[config.mk]
export PLATFORM = sky130hd
export DESIGN_NAME = step_controller
export DESIGN_NICKNAME = d
export VERILOG_FILES = /design/src/rtl/step_controller.sv
export SDC_FILE = /design/constraint.sdc
export NUM_CORES = 1
export LEC_CHECK = 0
export CELL_PAD_IN_SITES_DETAIL_PLACEMENT = 1
export CELL_PAD_IN_SITES_GLOBAL_PLACEMENT = 2
export CORE_MARGIN = 1.5
export CORE_UTILIZATION = 30
export DETAILED_ROUTE_END_ITERATION = 10
export HOLD_SLACK_MARGIN = 0.15
export PLACE_DENSITY = 0.84
export SLEW_MARGIN = 10
export SYNTH_ARGS = -nofsm -noshare
export SYNTH_HDL_FRONTEND = slang
export SYNTH_SLANG_ARGS = --single-unit
[constraint.sdc]
create_clock -name clock -period 1.35 [get_ports clock]
set_input_delay 0.27 -clock clock [delete_from_list [all_inputs] [get_ports clock]]
set_output_delay 0.27 -clock clock [all_outputs]
set_load 0.02 [all_outputs]
[src/rtl/step_controller.sv]
// Single-step / run controller for a multicycle datapath: debounced step key and
// run switch, free-running step divider, breakpoint/halt handling and a step counter.
module step_controller #(
    parameter int DB_CYCLES = 16,
    parameter int RUN_DIV   = 4
) (
    input  logic        clock,
    input  logic        reset,
    input  logic        key_step,
    input  logic        sw_run,
    input  logic        halt_req,
    input  logic [7:0]  pc,
    input  logic [7:0]  bp_addr,
    input  logic        bp_en,
    output logic        step_pulse,
    output logic [1:0]  state,
    output logic        halted,
    output logic [15:0] step_count
);

    typedef enum logic [1:0] {
        IDLE   = 2'b00,
        RUN    = 2'b01,
        HALTED = 2'b10
    } state_t;

    localparam int         DB_W    = $clog2(DB_CYCLES + 1);
    localparam logic [DB_W-1:0] DB_MAX  = DB_W'(DB_CYCLES - 1);
    localparam logic [7:0] RUN_MAX = 8'(RUN_DIV - 1);

    state_t          state_q, state_d;
    logic            pulse_d;
    logic            key_s1, key_s2, key_db, key_db_prev;
    logic            run_s1, run_s2, run_db;
    logic [DB_W-1:0] key_cnt, run_cnt;
    logic [7:0]      div_q;
    logic            press;
    logic            halt_cond;

    // NOTE: every flop uses non-blocking assignment so all registers update
    // from the same pre-edge values, independent of block ordering.
    always_ff @(posedge clock or negedge reset) begin
        if (!reset) begin
            key_s1 <= 1'b1;
            key_s2 <= 1'b1;
            run_s1 <= 1'b0;
            run_s2 <= 1'b0;
        end else begin
            key_s1 <= key_step;
            key_s2 <= key_s1;
            run_s1 <= sw_run;
            run_s2 <= run_s1;
        end
    end

    // A debounced copy flips only after DB_CYCLES consecutive disagreeing samples.
    always_ff @(posedge clock or negedge reset) begin
        if (!reset) begin
            key_db      <= 1'b1;
            key_db_prev <= 1'b1;
            key_cnt     <= '0;
        end else begin
            key_db_prev <= key_db;
            if (key_s2 == key_db) begin
                key_cnt <= '0;
            end else if (key_cnt == DB_MAX) begin
                key_db  <= key_s2;
                key_cnt <= '0;
            end else begin
                key_cnt <= key_cnt + DB_W'(1);
            end
        end
    end

    always_ff @(posedge clock or negedge reset) begin
        if (!reset) begin
            run_db  <= 1'b0;
            run_cnt <= '0;
        end else if (run_s2 == run_db) begin
            run_cnt <= '0;
        end else if (run_cnt == DB_MAX) begin
            run_db  <= run_s2;
            run_cnt <= '0;
        end else begin
            run_cnt <= run_cnt + DB_W'(1);
        end
    end

    assign press     = key_db_prev & ~key_db;
    assign halt_cond = halt_req | (bp_en & (pc == bp_addr));

    always_ff @(posedge clock or negedge reset) begin
        if (!reset) begin
            state_q    <= IDLE;
            step_pulse <= 1'b0;
            halted     <= 1'b0;
        end else begin
            state_q    <= state_d;
            step_pulse <= pulse_d;
            halted     <= (state_d == HALTED);
        end
    end

    // NOTE: defaults at the top of each combinational block keep every path
    // assigned, so no latch is inferred.
    always_comb begin
        state_d = state_q;
        unique case (state_q)
            IDLE:    if (run_db) state_d = RUN;
            RUN:     if (halt_cond) state_d = HALTED;
                     else if (!run_db) state_d = IDLE;
            HALTED:  if (press) state_d = IDLE;
            default: state_d = IDLE;
        endcase
    end

    // Halt and run-switch release both suppress the divider pulse.
    always_comb begin
        pulse_d = 1'b0;
        unique case (state_q)
            IDLE:    pulse_d = press;
            RUN:     pulse_d = !halt_cond && run_db && (div_q == RUN_MAX);
            HALTED:  pulse_d = press;
            default: pulse_d = 1'b0;
        endcase
    end

    always_ff @(posedge clock or negedge reset) begin
        if (!reset) begin
            div_q      <= '0;
            step_count <= '0;
        end else begin
            if (state_q != RUN || state_d != RUN)
                div_q <= '0;
            else if (div_q == RUN_MAX)
                div_q <= '0;
            else
                div_q <= div_q + 8'd1;
            if (step_pulse)
                step_count <= step_count + 16'd1;
        end
    end

    assign state = state_q;

endmodule

==> metrics.log, run 1 <==
INFO  metric status = finished, violations left
INFO  metric failed_checks = negative setup slack
INFO  metric synthesized_area_divided_by_synthesized_cell_count = 12.0 um^2
INFO  metric clkTransAtPathRegs = 0.08 ns
INFO  metric post_synthesis_cells = 165
INFO  metric cts_made_buffers = 5
INFO  metric layout.filler_cells = 692
INFO  metric asr_flop_ratio_synth = 1.00
INFO  metric buffer_ports.inserted = 41
INFO  metric synth_sequential_area_ratio = 0.570
INFO  metric grt_setup_unrepaired = true
INFO  metric share_of_layout_cells_above_drive_strength_1 = 0.371
INFO  metric io_pins = 42
INFO  metric timing.critical_path.cells = nor4b_4 -> a211oi_2 -> o31ai_2 -> buf_6 -> nor2_1
INFO  metric synth_ff_type = sky130_fd_sc_hd__dfrtp_1
INFO  metric wl_per_cell = 13.5 um
INFO  metric post_route_clock_skew = a little under 0.009 ns
INFO  metric die-height = roughly 84 um
INFO  metric remaining_drc_errors = 0
INFO  metric row_count = 29
INFO  metric crit_path_max_fanout = 8
INFO  metric timing.critical_path.slowest_cell_delay = 0.44 ns
INFO  metric max-clock-path-buffers = 2
INFO  metric final_cell_mix = sky130_fd_sc_hd__dfrtp_1, sky130_fd_sc_hd__buf_4, sky130_fd_sc_hd__xnor2_1
INFO  metric placement.cell_area = 2700 um^2
INFO  metric cp_top_family = flip-flops
INFO  metric timing.critical_path.arrival = 1.57 ns
INFO  metric final_cell_area = around 3000 um^2
INFO  metric regArea = between 1000 and 1500 um^2
INFO  metric initial_utilization = 0.311
INFO  metric synth_area_leader_cell = sky130_fd_sc_hd__dfrtp_1
INFO  metric hold_class = flop to flop
INFO  metric final_max_slew_viol_count = 0
INFO  metric detail_route.wirelength = ~4300 um
INFO  metric clock_latency = ~0.3 ns
INFO  metric synth.ff_latch_count = 45
INFO  metric grt_max_degree = 46
INFO  metric grt_antenna_before_repair = 0
INFO  metric critical_path_class = flop to flop
INFO  metric grt_pass1_wl = 7510 um
INFO  metric synth.net_count = 191
INFO  metric place_congestion = 0.789
INFO  metric tritoncts_clock_tree = done
INFO  metric worst_setup_slack_post_dpl = -0.362 ns
INFO  metric detail_route_antenna_nets = 0
INFO  metric timing_hold_violations_final = 0
INFO  metric core_area = about 6400 um^2
INFO  metric grt_remaining_overflow = 0
INFO  metric critical_path.endpoint_type = flop
INFO  metric tightestPinTransition = 0.327 ns
INFO  metric timing.max_slew.rel_slack = 0.780
INFO  metric fp.dieW = roughly 84 um
INFO  metric final_net_count = between 200 and 300
INFO  metric routed_via_count = 1468
INFO  metric leakagePower = roughly 1.5 nW
INFO  metric fmaxAchievable = ~730 MHz
INFO  metric layout_min_cycle_time = ~1.4 ns
INFO  metric synth.cell_area = 1990 um^2
INFO  metric netlist_top_cells_area = sky130_fd_sc_hd__dfrtp_1, sky130_fd_sc_hd__xnor2_1, sky130_fd_sc_hd__xor2_1
INFO  metric yosys_warnings = 0
INFO  metric ir_worst_vdd = 467 uV
INFO  metric yosysTopAreaCellShare = 0.517
INFO  metric h-tree-depth = 2
INFO  metric die_area = 7120 um^2
INFO  metric area_delta_synth_final = 49.3%
INFO  metric antenna_cells = 0
INFO  metric cts-root-buf = sky130_fd_sc_hd__clkbuf_8
INFO  metric setup_violators_final = 8
INFO  metric first_pass_iters = 3
INFO  metric first_global_vias = between 1500 and 2000
INFO  metric postLayoutSetupSlackWorst = -0.0227 ns
INFO  metric timing.critical_path.slowest_stage_cell = sky130_fd_sc_hd__dfrtp_1
INFO  metric first_iter_violations = 40
INFO  metric ys_types = 30
INFO  metric cts.sinks = 45
INFO  metric synth-edff-count = 0
INFO  metric path_buf_inv = 1
INFO  metric vias_per_cell = 4.56
INFO  metric grt.total_usage = 0.134
INFO  metric place.detailed.hpwl = 3130 um
INFO  metric area_of_the_multi_input_gates = just under 1000 um^2
INFO  metric timing.max_cap.violations = 0
INFO  metric power_density = 895 nW/um^2
INFO  metric period_share = 1.02
INFO  metric cp_data_required_time = 1.54 ns
INFO  metric worst_setup_path_start_kind = flop
INFO  metric mostFrequentLayoutCell = sky130_fd_sc_hd__dfrtp_1
## cells by family (layout without fill, tap and decap cells)
logic type      Yosys count  count (layout)  share of synthesized area
mux                       3               3                     0.0170
flops                    45              45                      0.570
simple gates             65              65                      0.193
fa+ha+maj                 4               4                     0.0252
xor+xnor                 35              35                      0.154
compound gates            9               9                     0.0334
buf+inv                   4              84                    0.00756
## Yosys cell counts, types with 2 or more instances
cell and instances:
sky130_fd_sc_hd__nand3_1 16, sky130_fd_sc_hd__nor4_4 2, sky130_fd_sc_hd__xnor2_1 20, sky130_fd_sc_hd__nor2_1 18, sky130_fd_sc_hd__nand4_1 3, sky130_fd_sc_hd__and3_1 5
sky130_fd_sc_hd__dfrtp_1 41, sky130_fd_sc_hd__and2_1 4, sky130_fd_sc_hd__o2bb2ai_1 2, sky130_fd_sc_hd__xor2_1 15, sky130_fd_sc_hd__inv_1 4, sky130_fd_sc_hd__nand2b_1 2
sky130_fd_sc_hd__mux2_2 3, sky130_fd_sc_hd__ha_1 4, sky130_fd_sc_hd__nor3_1 2, sky130_fd_sc_hd__dfstp_2 4, sky130_fd_sc_hd__o21ai_0 2, sky130_fd_sc_hd__nand2_1 6
## registers in the layout (all words and copies together) (netlist names), 2 cells and up
register	flops
div_q	8
key_cnt	5
run_cnt	5
state	2
step_count	16
## worst paths after layout
path                                from           to  slack, ns  cells after the start
worst max-delay path            div_q[2]     div_q[6]      -0.02                      5
worst min-delay path              key_s1       key_s2       0.36                      0
worst max register to register  div_q[2]     div_q[6]      -0.02                      5
worst min register to register    key_s1       key_s2       0.36                      0
max in group asynchronous          reset  key_db_prev       0.61                      3
min in group asynchronous          reset     div_q[2]       0.47                      3
## cell type report
cell class                      instances  share of cell area
Sequential cell                        45               0.386
Multi-Input combinational cell        116               0.326
Timing Repair Buffer                   72               0.210
Tap cell                               77              0.0325
Clock buffer                            6              0.0278
Clock inverter                          2              0.0127
Inverter                                4             0.00506
## metal layers
layer,vias to the layer above,share of wire,track usage
li1,720,-,-
met1,720,0.43,0.154
met2,21,0.52,0.236
met3,7,0.035,0.0423
met4,0,0.020,0.0484
met5,-,0,0
## per-stage QoR
step	hold slack [ns]	cells	TNS, ns	util	power (W)
6_report	0.360	322	-0.106	0.464	0.00265
5_1_grt	0.365	322	-1.30	0.464	0.00277
3_5_place_dp	0.271	304	-3.77	0.423	0.00160
4_1_cts	0.360	316	-0.0255	0.448	0.00269
2_1_floorplan	-0.0256	165	0	-	0.00147
3_3_place_gp	0.267	304	-3.60	0.423	0.00159
## worst reg2reg max path, cell delays in order (launching register included)
cell and delay [ns]:
sky130_fd_sc_hd__dfrtp_1 0.44, sky130_fd_sc_hd__nor4b_4 0.37, sky130_fd_sc_hd__a211oi_2 0.13, sky130_fd_sc_hd__o31ai_2 0.08, sky130_fd_sc_hd__buf_6 0.20, sky130_fd_sc_hd__nor2_1 0.05
## power breakdown
group	internal [W]	total [W]	leakage, nW	switching (W)
logic	0.000102	0.000183	0.808	0.0000804
registers	0.00137	0.00139	0.584	0.0000175
clock network	0.000602	0.00108	0.0574	0.000479
## timing repair
| item | CTS | global route |
|---|---|---|
| setup buffers | 3 | 6 |
| hold buffers | 1 | 0 |
| setup endpoints to repair | 34 | 33 |
| pin swaps | 6 | 12 |
| hold endpoints to repair | 41 | 0 |
| resized for setup | 34 | 47 |
Note: power is estimated with default switching activity, not from simulation.
==> run 2, diff against run 1 <==
- CELL_PAD_IN_SITES_DETAIL_PLACEMENT: 1 -> not set
- CELL_PAD_IN_SITES_GLOBAL_PLACEMENT: 2 -> not set
- CORE_UTILIZATION: 30 -> 45
- PLACE_DENSITY: 0.84 -> 0.83
==> run 2 against run 1 <==
  * The run still ends with negative setup slack left
  * Register-to-register slack worse by 0.03 ns
  * Critical path depth up 1
  * Die area down 32%
  * Core utilization up 22 points
  * Via count about the same
  * Clock skew down 0.0047 ns
==> metrics.log, run 2 (same netlist as run 1, synthesis figures left out) <==
INFO  metric grt_most_used_layer = met2
INFO  metric place.detailed.hpwl = 2850 um (-8.8%)
INFO  metric cp_data_required_time = 1.58 ns (+0.04 ns)
INFO  metric place_congestion = 0.832 (+5.5%)
INFO  metric grt.total_usage = 0.186 (+0.0520)
INFO  metric timing.critical_path.cells = ha_2 -> nor4b_4 -> a211oi_2 -> o31ai_2 -> buf_4 -> nor2_1
INFO  metric postLayoutSetupSlackWorst = -0.0481 ns (-0.0254 ns)
INFO  metric cts.sinks = 45 (unchanged)
INFO  metric hold_class = flop to flop
INFO  metric timing.critical_path.slowest_stage_cell = sky130_fd_sc_hd__dfrtp_1
INFO  metric final_net_count = 262 (-3.0%)
INFO  metric cts_made_buffers = 5 (unchanged)
INFO  metric ir_worst_vdd = 554 uV (+19%)
INFO  metric met3_usage = 0.0523 (+0.0100)
INFO  metric initial_utilization = 0.483 (+0.172)
INFO  metric antenna_cells = 0 (unchanged)
INFO  metric vias_per_cell = 5.12 (+12%)
INFO  metric reg_top3 = step_count x16, div_q x8
INFO  metric status = finished, violations left
INFO  metric grt_util_met1 = 0.228 (+0.0741)
INFO  metric buffer_ports.inserted = 41 (unchanged)
INFO  metric h-tree-depth = 2 (unchanged)
INFO  metric crit_path_max_fanout = 8 (unchanged)
INFO  metric row_count = 23 (-21%)
INFO  metric timing.setup.tns = -0.324 ns (-0.218 ns)
INFO  metric tritoncts_clock_tree = done
INFO  metric global_route.usage.met2 = 0.309 (+0.0724)
INFO  metric power_density = 965 nW/um^2 (+7.8%)
INFO  metric critical_path.endpoint_type = flop
INFO  metric largest_register_ff_count = 16 (unchanged)
INFO  metric fp.dieW = 69.4 um (-18%)
INFO  metric die_area = 4820 um^2 (-32%)
INFO  metric remaining_drc_errors = 0 (unchanged)
INFO  metric die-height = 69.4 um (-18%)
INFO  metric final_max_slew_viol_count = 0 (unchanged)
INFO  metric detail_route_antenna_nets = 0 (unchanged)
INFO  metric routed_via_count = 1469 (+0.068%)
INFO  metric timing.max_cap.violations = 0 (unchanged)
INFO  metric critical_path_class = flop to flop
INFO  metric fin_hold_ws = 0.360 ns (-0.000144 ns)
INFO  metric cts-root-buf = sky130_fd_sc_hd__clkbuf_8
INFO  metric timing.critical_path.arrival = 1.62 ns (+0.05 ns)
INFO  metric clock_latency = 0.29 ns (about the same)
INFO  metric max-clock-path-buffers = 2 (unchanged)
INFO  metric grt_antenna_before_repair = 0 (unchanged)
INFO  metric share_of_layout_cells_above_drive_strength_1 = 0.295 (-0.0761)
INFO  metric fmaxAchievable = 715 MHz (-1.8%)
INFO  metric tightestPinTransition = 0.382 ns (+0.0552 ns)
INFO  metric grt_max_degree = 31 (-33%)
INFO  metric cp_top_family = flip-flops
INFO  metric setup_violators_final = 8 (unchanged)
INFO  metric area_delta_synth_final = 42.7%
INFO  metric worst_setup_path_start_kind = flop
INFO  metric wl_per_cell = 13.8 um (+2.2%)
INFO  metric grt_remaining_overflow = 0 (unchanged)
INFO  metric timing_hold_violations_final = 0 (unchanged)
INFO  metric leakagePower = 1.44 nW (-0.78%)
INFO  metric core_area = 4120 um^2 (-36%)
INFO  metric io_pins = 42 (unchanged)
INFO  metric grt_pass1_wl = 7050 um (-6.1%)
INFO  metric failed_checks = negative setup slack
INFO  metric first_pass_iters = 4 (+1)
INFO  metric path_buf_inv = 1 (unchanged)
INFO  metric post_route_clock_skew = 0.00424 ns (-0.00467 ns)
INFO  metric layout.filler_cells = 320 (-54%)
INFO  metric period_share = 1.04 (+0.0188)
INFO  metric detail_route.wirelength = 3960 um (-8.9%)
INFO  metric grt_setup_unrepaired = true
INFO  metric timing.critical_path.slowest_cell_delay = 0.39 ns (-0.05 ns)
INFO  metric layout_min_cycle_time = 1.40 ns (+0.0254 ns)
INFO  metric clkTransAtPathRegs = 0.08 ns (about the same)
INFO  metric mostFrequentLayoutCell = sky130_fd_sc_hd__dfrtp_1
INFO  metric final_cell_mix = sky130_fd_sc_hd__dfrtp_1, sky130_fd_sc_hd__buf_4, sky130_fd_sc_hd__xnor2_1
INFO  metric first_iter_violations = 61 (+53%)
INFO  metric first_global_vias = 1534 (-3.6%)
INFO  metric top_register = step_count
INFO  metric timing.max_slew.rel_slack = 0.743 (-0.0368)
==> run 2: changes by cell type in the layout (fill, tap and decap cells not counted), moves of 3 or more <==
cell                            previous run  this run
sky130_fd_sc_hd__dlygate4sd2_1             4        13
sky130_fd_sc_hd__buf_4                    28        21
sky130_fd_sc_hd__nor2_2                    4         1
sky130_fd_sc_hd__nor2_4                    3         0
sky130_fd_sc_hd__clkbuf_2                  9         6
sky130_fd_sc_hd__nor2_1                   11        17
==> run 2: path summary, 6_finish.rpt <==
check	from	end	slack, ns	depth (start not counted)
max in group asynchronous	reset	key_db	0.37	3
max	div_q[0]	div_q[7]	-0.05	6
max reg2reg	div_q[0]	div_q[7]	-0.05	6
min	run_s1	run_s2	0.36	0
min in group asynchronous	reset	run_cnt[3]	0.43	2
min reg2reg	run_s1	run_s2	0.36	0
==> run 2: worst reg2reg max path: cells and delay by family, from the launching register on <==
kind                       cells  cell delay, ns
DFF                            1            0.39
adders and majority gates      1            0.20
AOI/OAI and AO/OA              2            0.35
buffers and inverters          1            0.17
and+or+nand+nor                2            0.23
==> run 2: routing by layer <==
layer	wire, um	up-vias
li1	-	707
met2	2000	36
met3	181	11
met1	1660	715
met5	0	-
met4	110	0
==> run 2: through the flow <==
| step | power (W) | utilization | area (um^2) | setup slack (ns) | instances |
|---|---|---|---|---|---|
| finish | 0.00273 | 0.688 | 2830 | -0.0481 | 287 |
| global route | 0.00286 | 0.688 | 2830 | -0.146 | 287 |
| CTS | 0.00276 | 0.684 | 2820 | -0.00703 | 287 |
| detailed placement | 0.00159 | 0.646 | 2660 | -0.343 | 276 |
| global placement | 0.00158 | 0.646 | 2660 | -0.299 | 276 |
| floorplan | 0.00147 | - | 2030 | 0.00225 | 165 |
==> run 2: power breakdown <==
group / internal (W) / switching, W
logic: 0.0000968 / 0.0000779
registers: 0.00137 / 0.0000172
clock network: 0.000735 / 0.000433
==> run 2: layout make-up <==
type	instances	area, um^2	area share
timing repair buffer	64	573	0.202
tap	50	62.6	0.0221
multi-input combinational	116	905	0.319
clock inverter	3	65.1	0.0230
inverter	4	15.0	0.00530
sequential	45	1140	0.404
clock buffer	5	68.8	0.0243
==> run 2: repair_timing <==
item / 4_1_cts / 5_1_grt
pin swaps: 6 / 6
setup buffers: 2 / 0
hold buffers: 1 / 0
hold endpoints to repair: 15 / 0
resized for setup: 32 / 23
endpoints found under the setup margin: 31 / 21
==> run 3, diff against run 2 <==
- CORE_UTILIZATION: 45 -> 30
- CTS_CLUSTER_DIAMETER: not set -> 100
- PLACE_DENSITY: 0.83 -> 0.62
==> run 3 against run 2 <==
  * The flow still finishes with violations (negative setup slack)
  * Global-route usage shrank 7.6 points
  * Cell count grew 12%
  * Cell area rose by 2.0%
  * Combinational power is 4% higher
  * Clock-buffer cell count rose by 3
  * Largest cell class unchanged
==> metrics.log, run 3 (same netlist as run 1, synthesis figures left out) <==
INFO  metric grt_setup_unrepaired = true
INFO  metric cts_made_buffers = 5 (unchanged)
INFO  metric buffer_ports.inserted = 41 (unchanged)
INFO  metric reg2reg_from = div_q[1]
INFO  metric place.detailed.hpwl = 2680 um (-6.1%)
INFO  metric first_global_vias = 1439 (-6.2%)
INFO  metric ir_worst_vdd = 483 uV (-13%)
INFO  metric die_area = 7120 um^2 (+48%)
INFO  metric crit_path_max_fanout = 8 (unchanged)
INFO  metric critical_path.endpoint_type = flop
INFO  metric mostFrequentLayoutCell = sky130_fd_sc_hd__dfrtp_1
INFO  metric remaining_drc_errors = 0 (unchanged)
INFO  metric timing.critical_path.slowest_stage_cell = sky130_fd_sc_hd__clkdlybuf4s50_1
INFO  metric initial_utilization = 0.311 (-0.172)
INFO  metric worst_setup_path_start_kind = primary input
INFO  metric period_share = 1.00 (-0.0334)
INFO  metric path_buf_inv = 2 (+1)
INFO  metric io_pins = 42 (unchanged)
INFO  metric final_cell_mix = sky130_fd_sc_hd__dfrtp_1, sky130_fd_sc_hd__buf_4, sky130_fd_sc_hd__xnor2_1
INFO  metric antenna_cells = 0 (unchanged)
INFO  metric postLayoutSetupSlackWorst = -0.00298 ns (+0.0451 ns)
INFO  metric worst_setup_path_endpoint = div_q[7]
INFO  metric fmaxAchievable = 739 MHz (+3.3%)
INFO  metric status = finished, violations left
INFO  metric top_register = step_count
INFO  metric reg_top3 = step_count x16, div_q x8
INFO  metric share_of_layout_cells_above_drive_strength_1 = 0.307 (+0.0120)
INFO  metric layout_min_cycle_time = 1.35 ns (-0.0451 ns)
INFO  metric first_iter_violations = 55 (-9.8%)
INFO  metric timing.critical_path.cells = clkdlybuf4s50_1 -> xnor2_1 -> nand4_1 -> o31ai_2 -> buf_4 -> nor2_1
INFO  metric detail_route_antenna_nets = 0 (unchanged)
INFO  metric post_route_clock_skew = 0.00622 ns (+0.00198 ns)
INFO  metric worst_setup_path_startpoint = pc[5]
INFO  metric hold_class = flop to flop
INFO  metric vias_per_cell = 4.60 (-10%)
INFO  metric worst_setup_slack_post_dpl = -0.306 ns (+0.0370 ns)
INFO  metric grt_antenna_before_repair = 0 (unchanged)
INFO  metric cp_top_family = buffers and inverters
INFO  metric worst-r2r-setup-slack = 0.01 ns (+0.06 ns)
INFO  metric timing.max_slew.rel_slack = 0.776 (+0.0326)
INFO  metric timing.max_cap.violations = 0 (unchanged)
INFO  metric power_density = 832 nW/um^2 (-14%)
INFO  metric row_count = 29 (+26%)
INFO  metric critical_path_class = primary input to flop
INFO  metric h-tree-depth = 2 (unchanged)
INFO  metric timing_hold_violations_final = 0 (unchanged)
INFO  metric leakagePower = 1.40 nW (-2.8%)
INFO  metric area_delta_synth_final = 45.5%
INFO  metric final_max_slew_viol_count = 0 (unchanged)
INFO  metric tightestPinTransition = 0.334 ns (-0.0485 ns)
INFO  metric max-clock-path-buffers = 2 (unchanged)
INFO  metric first_pass_iters = 4 (unchanged)
INFO  metric grt_remaining_overflow = 0 (unchanged)
INFO  metric failed_checks = negative setup slack
INFO  metric wl_per_cell = 11.5 um (-17%)
INFO  metric timing.critical_path.arrival = 1.53 ns (-0.09 ns)
INFO  metric die-height = 84.4 um (+22%)
INFO  metric worst-path-stages = 6 (unchanged)
INFO  metric place_congestion = 0.740 (-11%)
INFO  metric cp_data_required_time = 1.53 ns (-0.05 ns)
INFO  metric depth_of_the_worst_register_to_register_path = 6 (unchanged)
INFO  metric grt_pass1_wl = 6380 um (-9.6%)
INFO  metric post-place-cells = 306 (+11%)
INFO  metric routed_via_count = 1475 (+0.41%)
INFO  metric setup_violators_final = 3 (-5)
INFO  metric stdcell_count = 321 (+12%)
INFO  metric cts.sinks = 45 (unchanged)
INFO  metric cts-root-buf = sky130_fd_sc_hd__clkbuf_8
INFO  metric clkTransAtPathRegs = 0.08 ns (about the same)
INFO  metric core_area = 6390 um^2 (+55%)
INFO  metric largest_register_ff_count = 16 (unchanged)
INFO  metric timing.critical_path.slowest_cell_delay = 0.47 ns (+0.08 ns)
INFO  metric detail_route.wirelength = 3680 um (-7.0%)
INFO  metric final_net_count = 269 (+2.7%)
INFO  metric tritoncts_clock_tree = done
INFO  metric fp.dieW = 84.4 um (+22%)
INFO  metric finalPower = 0.00240 W (-12%)
INFO  metric r2r-end = div_q[7]
INFO  metric grt.total_usage = 0.111 (-0.0757)
INFO  metric grt_max_degree = 26 (-16%)
INFO  metric clock_latency = 0.29 ns (about the same)
[run 3: power breakdown]
group	switching, W	total (W)	internal, W
Combinational	0.0000771	0.000182	0.000105
Sequential	0.0000169	0.00139	0.00137
Clock	0.000416	0.000833	0.000418
[run 3: stage by stage]
step,hold slack (ns),TNS [ns],cell area [um^2],util
after floorplan,-0.0256,0,2030,-
after global placement,0.156,-3.12,2720,0.425
after detailed placement,0.162,-3.33,2720,0.425
after CTS,0.354,0,2820,0.442
after global routing,0.366,-0.625,2890,0.452
final,0.351,-0.00452,2890,0.452
[run 3: how the worst min path moves through the flow]
stage          slack [ns]  startpoint  endpoint  depth (start not counted)
3_5_place_dp         0.16       reset  div_q[3]                          1
5_1_grt              0.37    key_step    key_s1                          1
2_1_floorplan       -0.03       reset  div_q[0]                          0
3_3_place_gp         0.16       reset  div_q[3]                          1
4_1_cts              0.35      run_s1    run_s2                          0
6_report             0.35      run_s1    run_s2                          0
[run 3: layout make-up]
cell class / count / area, um^2
tap: 77 / 96.3
multi-input combinational: 116 / 920
clock buffer: 8 / 90.1
fill: 610 / 3500
inverter: 4 / 15.0
timing repair buffer: 71 / 624
sequential: 45 / 1140
[run 3: layer usage]
layer	track usage	wire length, um	vias up
met2	0.182	1740	45
met4	0.0352	36	0
met3	0.0315	191	4
met1	0.142	1710	705
li1	-	-	721
met5	0	0	-
[run 3: worst reg2reg max path, stage by stage, from the launching register on]
cell and delay (ns):
sky130_fd_sc_hd__dfrtp_1 0.39, sky130_fd_sc_hd__ha_2 0.20, sky130_fd_sc_hd__nor4b_4 0.14, sky130_fd_sc_hd__a211oi_2 0.20, sky130_fd_sc_hd__o31ai_2 0.09, sky130_fd_sc_hd__buf_4 0.17, sky130_fd_sc_hd__nor2_1 0.10
[run 3: what timing repair did]
action                                  4_1_cts  5_1_grt
pin swaps                                     1        6
endpoints found under the setup margin       28       25
endpoints found under the hold margin        35        0
gates resized for setup                      28       20
setup buffers                                 1        5
hold buffers                                  1        0
